File: src/rtl/ddrphy_gpll_dps_ctrl.sv
// GPLL reset/lock sequencer and dynamic-phase-shift stepper for the DDR PHY.
// Holds the PLL in reset, waits for a stable synchronised lock, ungates
// clkout0, then turns host shift requests into one dps_en strobe per step.
// Every output is registered from the next state so the PLL sees clean edges.
module ddrphy_gpll_dps_ctrl #(
    parameter int RST_CYCLES   = 16,
    parameter int LOCK_STABLE  = 64,
    parameter int DONE_TIMEOUT = 255,
    parameter int STEP_W       = 8,
    parameter int STEP_GAP     = 2
) (
    input  logic              clk,
    input  logic              rst_n,
    input  logic              pll_lock,
    output logic              pll_rst,
    output logic              clkout0_gate,
    output logic              dps_en,
    output logic              dps_dir,
    input  logic              dps_done,
    input  logic              relock_req,
    input  logic              shift_req,
    input  logic              shift_dir,
    input  logic [STEP_W-1:0] shift_steps,
    output logic              ready,
    output logic              busy,
    output logic              shift_done,
    output logic              shift_err
);

    localparam int RST_W  = $clog2(RST_CYCLES + 1);
    localparam int LOCK_W = $clog2(LOCK_STABLE + 1);
    localparam int TMO_W  = $clog2(DONE_TIMEOUT + 1);
    localparam int GAP_W  = $clog2(STEP_GAP + 2);

    typedef enum logic [2:0] {
        S_RST, S_WAIT_LOCK, S_UNGATE, S_IDLE,
        S_SETUP, S_STROBE, S_WAIT_DONE, S_GAP
    } state_t;

    state_t              state, next;
    logic                lock_meta, lock_s;
    logic [RST_W-1:0]    rst_cnt, rst_cnt_d;
    logic [LOCK_W-1:0]   lock_cnt, lock_cnt_d;
    logic [TMO_W-1:0]    tmo_cnt, tmo_cnt_d;
    logic [GAP_W-1:0]    gap_cnt, gap_cnt_d;
    logic [STEP_W-1:0]   steps_left, steps_d;
    logic                dps_dir_d, shift_done_d, shift_err_d;
    logic                active, locked_phase;

    // A request is in flight in any of the stepping states.
    assign active       = state inside {S_SETUP, S_STROBE, S_WAIT_DONE, S_GAP};
    // From UNGATE onward a drop of lock_s aborts everything and relocks.
    assign locked_phase = active || state inside {S_UNGATE, S_IDLE};

    // Two-flop synchroniser for the asynchronous PLL lock.
    always_ff @(posedge clk or negedge rst_n) begin
        if (!rst_n) begin
            lock_meta <= 1'b0;
            lock_s    <= 1'b0;
        end else begin
            lock_meta <= pll_lock;
            lock_s    <= lock_meta;
        end
    end

    // Next-state, counter and event logic; lock loss takes priority over all.
    always_comb begin
        next         = state;
        rst_cnt_d    = rst_cnt;
        lock_cnt_d   = lock_cnt;
        tmo_cnt_d    = tmo_cnt;
        gap_cnt_d    = gap_cnt;
        steps_d      = steps_left;
        dps_dir_d    = dps_dir;
        shift_done_d = 1'b0;
        shift_err_d  = shift_err;
        if (locked_phase && !lock_s) begin
            next      = S_RST;
            rst_cnt_d = '0;
            steps_d   = '0;
            if (active) begin
                shift_err_d  = 1'b1;
                shift_done_d = 1'b1;
            end
        end else begin
            case (state)
                S_RST: begin
                    if (rst_cnt == RST_W'(RST_CYCLES - 1)) begin
                        next       = S_WAIT_LOCK;
                        rst_cnt_d  = '0;
                        lock_cnt_d = '0;
                    end else begin
                        rst_cnt_d = rst_cnt + RST_W'(1);
                    end
                end
                S_WAIT_LOCK: begin
                    if (!lock_s)
                        lock_cnt_d = '0;
                    else if (lock_cnt == LOCK_W'(LOCK_STABLE - 1))
                        next = S_UNGATE;
                    else
                        lock_cnt_d = lock_cnt + LOCK_W'(1);
                end
                S_UNGATE: next = S_IDLE;
                S_IDLE: begin
                    if (relock_req) begin
                        next      = S_RST;
                        rst_cnt_d = '0;
                    end else if (shift_req) begin
                        shift_err_d = 1'b0;
                        if (shift_steps == '0) begin
                            shift_done_d = 1'b1;
                        end else begin
                            dps_dir_d = shift_dir;
                            steps_d   = shift_steps;
                            next      = S_SETUP;
                        end
                    end
                end
                S_SETUP: next = S_STROBE;
                S_STROBE: begin
                    tmo_cnt_d = '0;
                    next      = S_WAIT_DONE;
                end
                S_WAIT_DONE: begin
                    // A done arriving on the expiry cycle still counts as success.
                    if (dps_done) begin
                        steps_d = steps_left - STEP_W'(1);
                        if (steps_left == STEP_W'(1)) begin
                            shift_done_d = 1'b1;
                            next         = S_IDLE;
                        end else begin
                            gap_cnt_d = '0;
                            next      = (STEP_GAP == 0) ? S_STROBE : S_GAP;
                        end
                    end else if (tmo_cnt == TMO_W'(DONE_TIMEOUT - 1)) begin
                        shift_err_d  = 1'b1;
                        shift_done_d = 1'b1;
                        steps_d      = '0;
                        next         = S_IDLE;
                    end else begin
                        tmo_cnt_d = tmo_cnt + TMO_W'(1);
                    end
                end
                S_GAP: begin
                    if (gap_cnt == GAP_W'(STEP_GAP - 1))
                        next = S_STROBE;
                    else
                        gap_cnt_d = gap_cnt + GAP_W'(1);
                end
                default: next = S_RST;
            endcase
        end
    end

    // State, counters and registered outputs decoded from the next state.
    always_ff @(posedge clk or negedge rst_n) begin
        if (!rst_n) begin
            state        <= S_RST;
            rst_cnt      <= '0;
            lock_cnt     <= '0;
            tmo_cnt      <= '0;
            gap_cnt      <= '0;
            steps_left   <= '0;
            pll_rst      <= 1'b1;
            clkout0_gate <= 1'b1;
            dps_en       <= 1'b0;
            dps_dir      <= 1'b0;
            ready        <= 1'b0;
            busy         <= 1'b0;
            shift_done   <= 1'b0;
            shift_err    <= 1'b0;
        end else begin
            state        <= next;
            rst_cnt      <= rst_cnt_d;
            lock_cnt     <= lock_cnt_d;
            tmo_cnt      <= tmo_cnt_d;
            gap_cnt      <= gap_cnt_d;
            steps_left   <= steps_d;
            pll_rst      <= (next == S_RST);
            clkout0_gate <= next inside {S_RST, S_WAIT_LOCK, S_UNGATE};
            dps_en       <= (next == S_STROBE);
            dps_dir      <= dps_dir_d;
            ready        <= (next == S_IDLE);
            busy         <= next inside {S_SETUP, S_STROBE, S_WAIT_DONE, S_GAP};
            shift_done   <= shift_done_d;
            shift_err    <= shift_err_d;
        end
    end

endmodule

File: config.mk
export PLATFORM = sky130hd
export DESIGN_NAME = ddrphy_gpll_dps_ctrl
export DESIGN_NICKNAME = d
export VERILOG_FILES = /design/src/rtl/ddrphy_gpll_dps_ctrl.sv
export SDC_FILE = /design/constraint.sdc
export NUM_CORES = 1
export LEC_CHECK = 0
export CORE_UTILIZATION = 62
export DETAILED_ROUTE_END_ITERATION = 10
export HOLD_SLACK_MARGIN = 0.08
export PLACE_DENSITY = 0.91
export SETUP_SLACK_MARGIN = 0.05
export SYNTH_ARGS = -nofsm -noshare
export SYNTH_HDL_FRONTEND = slang
export SYNTH_SLANG_ARGS = --single-unit
File: constraint.sdc
create_clock -name clk -period 7.1 [get_ports clk]
set_input_delay 1.42 -clock clk [delete_from_list [all_inputs] [get_ports clk]]
set_output_delay 1.42 -clock clk [all_outputs]
set_load 0.02 [all_outputs]
* Word-level counts from Yosys, hierarchy flattened
Cells that the tools add are included.
Word-level totals: word-level logic and storage cells 130, input port bits 15, output and inout bits 8, bits in registers 43
Operators by class: equal/unequal tests 34, add/sub/neg operators 5, mux-type cells 50, bitwise gates (word level) 3, reductions and logical operators 22
Operator list (number):
- $mux W8 | 8
- $mux W3 | 11
- $pmux W8 S2 | 2
- $eq A3 B3 Y1 const B | 8
- $pmux W3 S8 | 1
- $mux W7 | 3
- $mux W5 | 3
- $reduce_and A5 Y1 | 3
- $mux W1 | 14
- $ne A2 B2 Y1 const B | 7
- $pmux W7 S2 | 1
- $eq A3 B2 Y1 const B | 4
- $ne A3 B2 Y1 const B | 4
- $pmux W5 S2 | 1
- $reduce_bool A3 Y1 | 3
- $add A8 B1 Y8 const B | 1
- $eq A8 B1 Y1 const B | 1
- $eq A8 B8 Y1 const B | 1
- $logic_not A8 Y1 | 1
- $reduce_and A4 Y1 | 2
- $reduce_bool A2 Y1 | 4
- $reduce_bool A4 Y1 | 2
- $sub A8 B1 Y8 const B | 1
- $add A7 B1 Y7 const B | 1
- 19 further kinds | 27

* Logic depth before layout (Yosys ltp)
Gate-level depths: netlist of the first run.
depth after elaboration 8, mapped depth 10, gate-level depth less buffers 9

* Worst setup path after synthesis of the first run
OpenSTA, ideal clock, no wires.
path kind input port to flip-flop, from in shift_steps[0], to reg tmo_cnt[5], buffers on the path 0, cell stages on the path 6, arrival 2.913 ns, slack 4.060 ns, required time 6.973 ns, library setup time 0.127 ns, cell sequence nor4_1 -> a21boi_1 -> o211a_1 -> nor4_4 -> nand3_1 -> mux2_1
RTL lines:
- from (decl) | RTL line 23 | input logic [STEP_W-1:0] shift_steps,
- to (signal assigned) | RTL line 177 | tmo_cnt <= tmo_cnt_d;
- to (decl) | RTL line 44 | logic [TMO_W-1:0] tmo_cnt, tmo_cnt_d;

* Worst setup path after layout of the first run
from in shift_steps[0], to reg steps_left[6]
On the way: cells in the longest elaborated chain, start to end 3
RTL lines:
- $logic_not A8 Y1 | RTL line 111 | if (shift_steps == '0) begin
- $ne A3 B3 Y1 (no line)
- $reduce_and A5 Y1 (no line)
- to (signal assigned) | RTL line 179 | steps_left <= steps_d;
- to (decl) | RTL line 46 | logic [STEP_W-1:0] steps_left, steps_d;
Every way passes these cells. A chain may end at the register's enable or synchronous reset.

==> flow_summary.toml, run 1 <==
[floorplanning]
initial_utilization_pct = 66.76
dieArea_mm2 = 0.004319
core_mm2 = 0.003771
pin_count = 23
die_h_um = 65.72
row_count = 22
die_w_um = 65.72

[clock_network]
cts_hold_buf = 0
cts_resized = 0
htreeDepth = 2
cts_root_buffer = "clkbuf_8"
clock-sinks = 43
clkLatencyLatePin_ns = 0.30
clk_pin_slew_worst_paths_ns = 0.07
post_cts_buffers = 0
clockBufferDepth = 2
cts_made_buffers = 5
cts_tree = "done"

[outcome]
outcome = "finished clean"

[pwr]
power_frac_comb_pct = 5.6
switching_power_uw = 96.03
p_int_uw = 337.7
seqPwrFrac_pct = 57.9
ir_worst_vdd_uv = 99.78
leakage_uw = 0.001231
power.density_mw_per_mm2 = 153.2
swShare_pct = 22.14
clkPwrFrac_pct = 36.6

[placed_design]
portBuffers = 22
place_area_mm2 = 0.002740
routabilityCongestion = 0.9052
dp.final_hpwl_um = 3913
post-place-ws_ns = 3.383

[worst_hold_path]
min_to = "lock_s"
hold_path_class = "flip-flop to flip-flop"
hold_start = "lock_meta"
hold_depth = 0

[worst_setup_path]
criticalPathCategory = "input port to flip-flop"
required_ns = 7.31
critPathCaptureType = "flip-flop"
cp_slowest_cell = "o211ai_1"
cp_cell_sequence = "clkdlybuf4s50_1 -> nor4_1 -> nand2_1 -> o211ai_1 -> o21ai_0 -> o21ai_0"
rrSetupSlack_ns = 4.37
crit_path_max_fanout = 16
cpPeakStageDelay_ns = 0.89
reg2regPathDepth = 6
r2r_start = "state[0]"
worstReg2RegEnd = "tmo_cnt[5]"
crit_buf_inv = 1
path_common_cell = "o21ai_0"
path_delay_family = "compound AO/OA/AOI/OAI gates"
start_kind = "input port"
cp_data_arrival_time_ns = 3.65

[global_route]
grt_pass1_wl_um = 9508
grt_use_total_pct = 29.07
grt_max_degree = 44
antenna_found_initial = 0
gr-total-overflow = 0
grt_use_met2_pct = 47.96
top_usage_layer = "met2"
use_met1_pct = 36.47
first_global_vias = 2123
grtUsageMet3_pct = 6.076

[route]
viasPerCell = 6.602
route.antenna.remaining_nets = 0
drt_iter0_drc = 174
first_pass_iters = 5
wire_per_inst_um = 16.37
drc = 0
vias = 2271
drt_wl_total_um = 5632

[yosys]
synthCells = 275
synthArstFlopShare_pct = 100.0
yosysUniqueCellTypes = 58
synthFlopType = "dfrtp_1"
seq_area_frac_synth_pct = 42.84
synth-edff-count = 0
syn_area_per_cell_um2 = 9.154
synth-seq-cells = 43
synth.yosys.warnings = 0
netlist_area_mm2 = 0.002517
synthesis.nets = 297

[sta]
slew_headroom_pct = 29.46
clock.fmax_mhz = 290.4
fin_crit_ns = 3.443
drv_slew = 0
finClkSkew_ns = 0.008758
period_share_pct = 48.49
final.setup.worst_slack_ns = 3.657
worst_pin_slew_ns = 1.053
setup_viol = 0
tns_ns = 0
rsz0062_at_grt = "no"
hold_viol = 0

[run]
max_cap_violations = 0

[finish]
final_common_cell = "dfrtp_1"
diodes = 0
areaGrowthSynthToFinish_pct = 12.48
nets = 317
layout_common_cells = "41 x dfrtp_1, 28 x nor2_1, 25 x o21ai_0, 21 x nand2_1, 21 x clkdlybuf4s50_1"
finalInstanceArea_mm2 = 0.002831
layout-drive-gt1-share_pct = 9.459
n_fill_cell = 269
[cell families (layout without fill, tap and decap cells)]
kind of cell	after synthesis	count (layout)	synth area share, %
compound gates	79	79	21.22
fa+ha+maj	7	7	3.479
mux	8	8	3.479
simple gates	111	111	24.01
flops	43	43	42.84
buf+inv	26	47	4.622
xor+xnor	1	1	0.3480
[Yosys cell counts, types with 4 or more instances]
cell type,n,area (um^2)
nand4b_1,4,35.03
o21ai_1,5,25.02
nand4_1,4,25.02
nand3_1,12,60.06
nand2_1,21,78.83
nor3_1,8,40.04
a21oi_1,12,60.06
nand2b_1,4,25.02
nor2b_1,5,31.28
a21boi_0,4,30.03
o31ai_1,4,30.03
mux2_2,4,45.04
a31oi_1,5,31.28
nor2_1,28,105.1
dfrtp_1,41,1026
inv_1,17,63.81
o21ai_0,25,125.1
and3_1,4,25.02
ha_1,7,87.58
clkbuf_1,4,15.01
[metrics by stage]
| stage | cells | util [%] | hold slack (ns) | power, uW |
|---|---|---|---|---|
| 2_1_floorplan | 275 | - | 0.3312 | 263.3 |
| 3_3_place_gp | 336 | 72.66 | 0.3346 | 278.9 |
| 3_5_place_dp | 336 | 72.66 | 0.3370 | 279.9 |
| 4_1_cts | 344 | 75.08 | 0.3547 | 436.9 |
| 5_1_grt | 344 | 75.08 | 0.3857 | 452.7 |
| 6_report | 344 | 75.08 | 0.3520 | 433.8 |
[sequential cells by signal, indices dropped and copies added, names as in the netlist, 2 cells and up]
register	cells
rst_cnt	5
gap_cnt	2
lock_cnt	7
tmo_cnt	8
steps_left	8
state	3
[power groups by stage]
stage,sequential [uW],clock (uW),combinational (uW)
CTS,251,162,24.4
global placement,256,0,23.4
global route,251,174,27.1
floorplan,255,0,8.56
finish,251,159,24.2
detailed placement,256,0,24.2
[per-layer routing]
metal / part of all wire, % / wire length (um)
met5: 0 / 0
met4: 2.6 / 147
met3: 7.6 / 428
met2: 49 / 2743
met1: 41 / 2312
[worst reg2reg max path, stage by stage (launching register included)]
cell and delay [ns]:
dfrtp_1 0.79, nand2b_1 0.33, or3_1 0.41, o211a_1 0.20, nor4_4 0.40, nand3_1 0.16
mux2_1 0.33
[how the worst max path moves through the flow]
stage | start | to | cells after the start
final | shift_steps[0] | steps_left[6] | 6
after global routing | shift_steps[4] | steps_left[2] | 6
after CTS | shift_steps[0] | steps_left[2] | 6
after detailed placement | shift_steps[0] | steps_left[4] | 6
after global placement | shift_steps[0] | tmo_cnt[7] | 7
after floorplan | shift_steps[0] | tmo_cnt[5] | 6
[cell type report]
type	count	area, um^2	area share, %
clock buffer	7	86.33	3.049
clock inverter	1	5.005	0.1768
inverter	17	63.81	2.254
multi-input combinational	206	1323	46.71
sequential	43	1079	38.09
tap	48	60.06	2.121
timing repair buffer	22	215.2	7.601
(Power assumes the default switching activity.)
==> run 2, diff against run 1 <==
Settings changed: CORE_UTILIZATION 62 to 52, PLACE_DENSITY 0.91 to 0.82.
Clock period 7.1 ns to 2.9 ns, I/O delays scaled along.
==> run 2 against run 1 <==
- clock power grew to 3.0 times the previous value
- routed wire length decreased by 8.6%
- core utilization decreased by 10 points
==> flow_summary.toml, run 2 (synthesized netlist as in run 1, its figures left out) <==
[outcome]
outcome = "finished clean"

[worst_setup_path]
crit_path_max_fanout = 6
path_delay_family = "simple AND/OR/NAND/NOR gates"
cp_cell_sequence = "clkdlybuf4s50_1 -> nor4_1 -> a21boi_1 -> o211a_1 -> nor4_4 -> nand3_1 -> mux2_1"
start_kind = "input port"
criticalPathCategory = "input port to flip-flop"
cp_slowest_cell = "clkdlybuf4s50_1"
crit_buf_inv = 1
cp_data_arrival_time_ns = 2.72
critPathCaptureType = "flip-flop"
cpPeakStageDelay_ns = 0.43
required_ns = 3.07

[floorplanning]
core_mm2 = 0.004504
row_count = 24
pin_count = 23
dieArea_mm2 = 0.005124
die_h_um = 71.58
initial_utilization_pct = 55.89
die_w_um = 71.58

[finish]
finalInstanceArea_mm2 = 0.002923
layout-drive-gt1-share_pct = 12.17
areaGrowthSynthToFinish_pct = 16.10
layout_common_cells = "41 x dfrtp_1, 28 x nor2_1, 25 x o21ai_0, 21 x nand2_1, 21 x clkdlybuf4s50_1"
multiInputGateArea_mm2 = 0.001323
reg_top3 = "steps_left (8), tmo_cnt (8), lock_cnt (7)"
nets = 325
diodes = 0
final_common_cell = "dfrtp_1"
ff_latch_area_mm2 = 0.001079
n_fill_cell = 362

[clock_network]
cts_root_buffer = "clkbuf_8"
cts_hold_buf = 0
cts_made_buffers = 5
cts_tree = "done"
clock-sinks = 43
clkLatencyLatePin_ns = 0.29
clockBufferDepth = 2
post_cts_buffers = 0
htreeDepth = 2
cts_resized = 0
clk_pin_slew_worst_paths_ns = 0.08

[sta]
hold_viol = 0
drv_slew = 0
clock.fmax_mhz = 393.0
setup_viol = 0
slew_headroom_pct = 38.41
period_share_pct = 87.74
tns_ns = 0
final.setup.worst_slack_ns = 0.3554
rsz0062_at_grt = "no"
fin_crit_ns = 2.545
finClkSkew_ns = 0.009082
worst_pin_slew_ns = 0.9239

[pwr]
ir_worst_vdd_uv = 321.5
clkPwrFrac_pct = 41.8
seqPwrFrac_pct = 53.2
p_int_uw = 914.1
leakage_uw = 0.001283
power_frac_comb_pct = 5.1
power.density_mw_per_mm2 = 395.2
finalPower_uw = 1155
switching_power_uw = 240.9
swShare_pct = 20.86

[worst_hold_path]
hold_path_class = "flip-flop to flip-flop"

[route]
viasPerCell = 5.938
wire_per_inst_um = 14.46
drc = 0
first_pass_iters = 4
vias = 2114
drt_iter0_drc = 106
drt_wl_total_um = 5148
route.antenna.remaining_nets = 0

[placed_design]
place_area_mm2 = 0.002805
routabilityCongestion = 0.8885
portBuffers = 22
post-place-ws_ns = 0.07466
dp.final_hpwl_um = 3688

[global_route]
gr-total-overflow = 0
first_global_vias = 1958
antenna_found_initial = 0
grt_use_total_pct = 21.60
grt_pass1_wl_um = 8832
grt_max_degree = 44

[run]
max_cap_violations = 0
==> run 2: cell count changes in the layout (fill, tap and decap cells not counted), sizes merged <==
cell / change
buf: +8
bufinv: +1
clkbuf: -1
==> run 2: final timing paths <==
| kind | from | to | slack (ns) | cells after the start |
|---|---|---|---|---|
| worst max-delay path | shift_steps[4] | tmo_cnt[7] | 0.36 | 7 |
| worst min-delay path | lock_meta | lock_s | 0.36 | 0 |
| worst max register to register | state[2] | tmo_cnt[7] | 0.45 | 7 |
| worst min register to register | lock_meta | lock_s | 0.36 | 0 |
| max in group asynchronous | rst_n | ready | 1.90 | 1 |
| min in group asynchronous | rst_n | rst_cnt[3] | 0.42 | 1 |
==> run 2: layout make-up <==
type,instances,area share (%)
clock buffer,6,2.825
sequential,43,36.90
inverter,17,2.183
multi-input combinational,206,45.25
timing repair buffer,30,9.418
clock inverter,2,1.199
tap,52,2.226
==> run 2: power groups by stage <==
stage / Sequential (uW) / Combinational, uW / Clock [uW]
floorplan: 624 / 21.0 / 0
global placement: 626 / 58.6 / 0
detailed placement: 626 / 59.9 / 0
CTS: 614 / 60.1 / 489
global route: 616 / 66.0 / 511
finish: 614 / 58.7 / 482
==> run 2: through the flow <==
stage / cells / hold WS (ns) / utilization, %
floorplan: 275 / 0.2844 / -
global placement: 348 / 0.3355 / 62.28
detailed placement: 348 / 0.3405 / 62.28
CTS: 356 / 0.3587 / 64.89
global route: 356 / 0.3613 / 64.89
finish: 356 / 0.3563 / 64.89
==> run 2: routing by layer <==
metal	track usage (%)	vias to the layer above	share of wire, %	wire length, um
met5	0	-	0	0
li1	-	1056	-	-
met4	5.229	0	0.80	41
met2	34.60	60	46	2372
met3	5.204	5	5.5	283
met1	29.94	993	48	2450
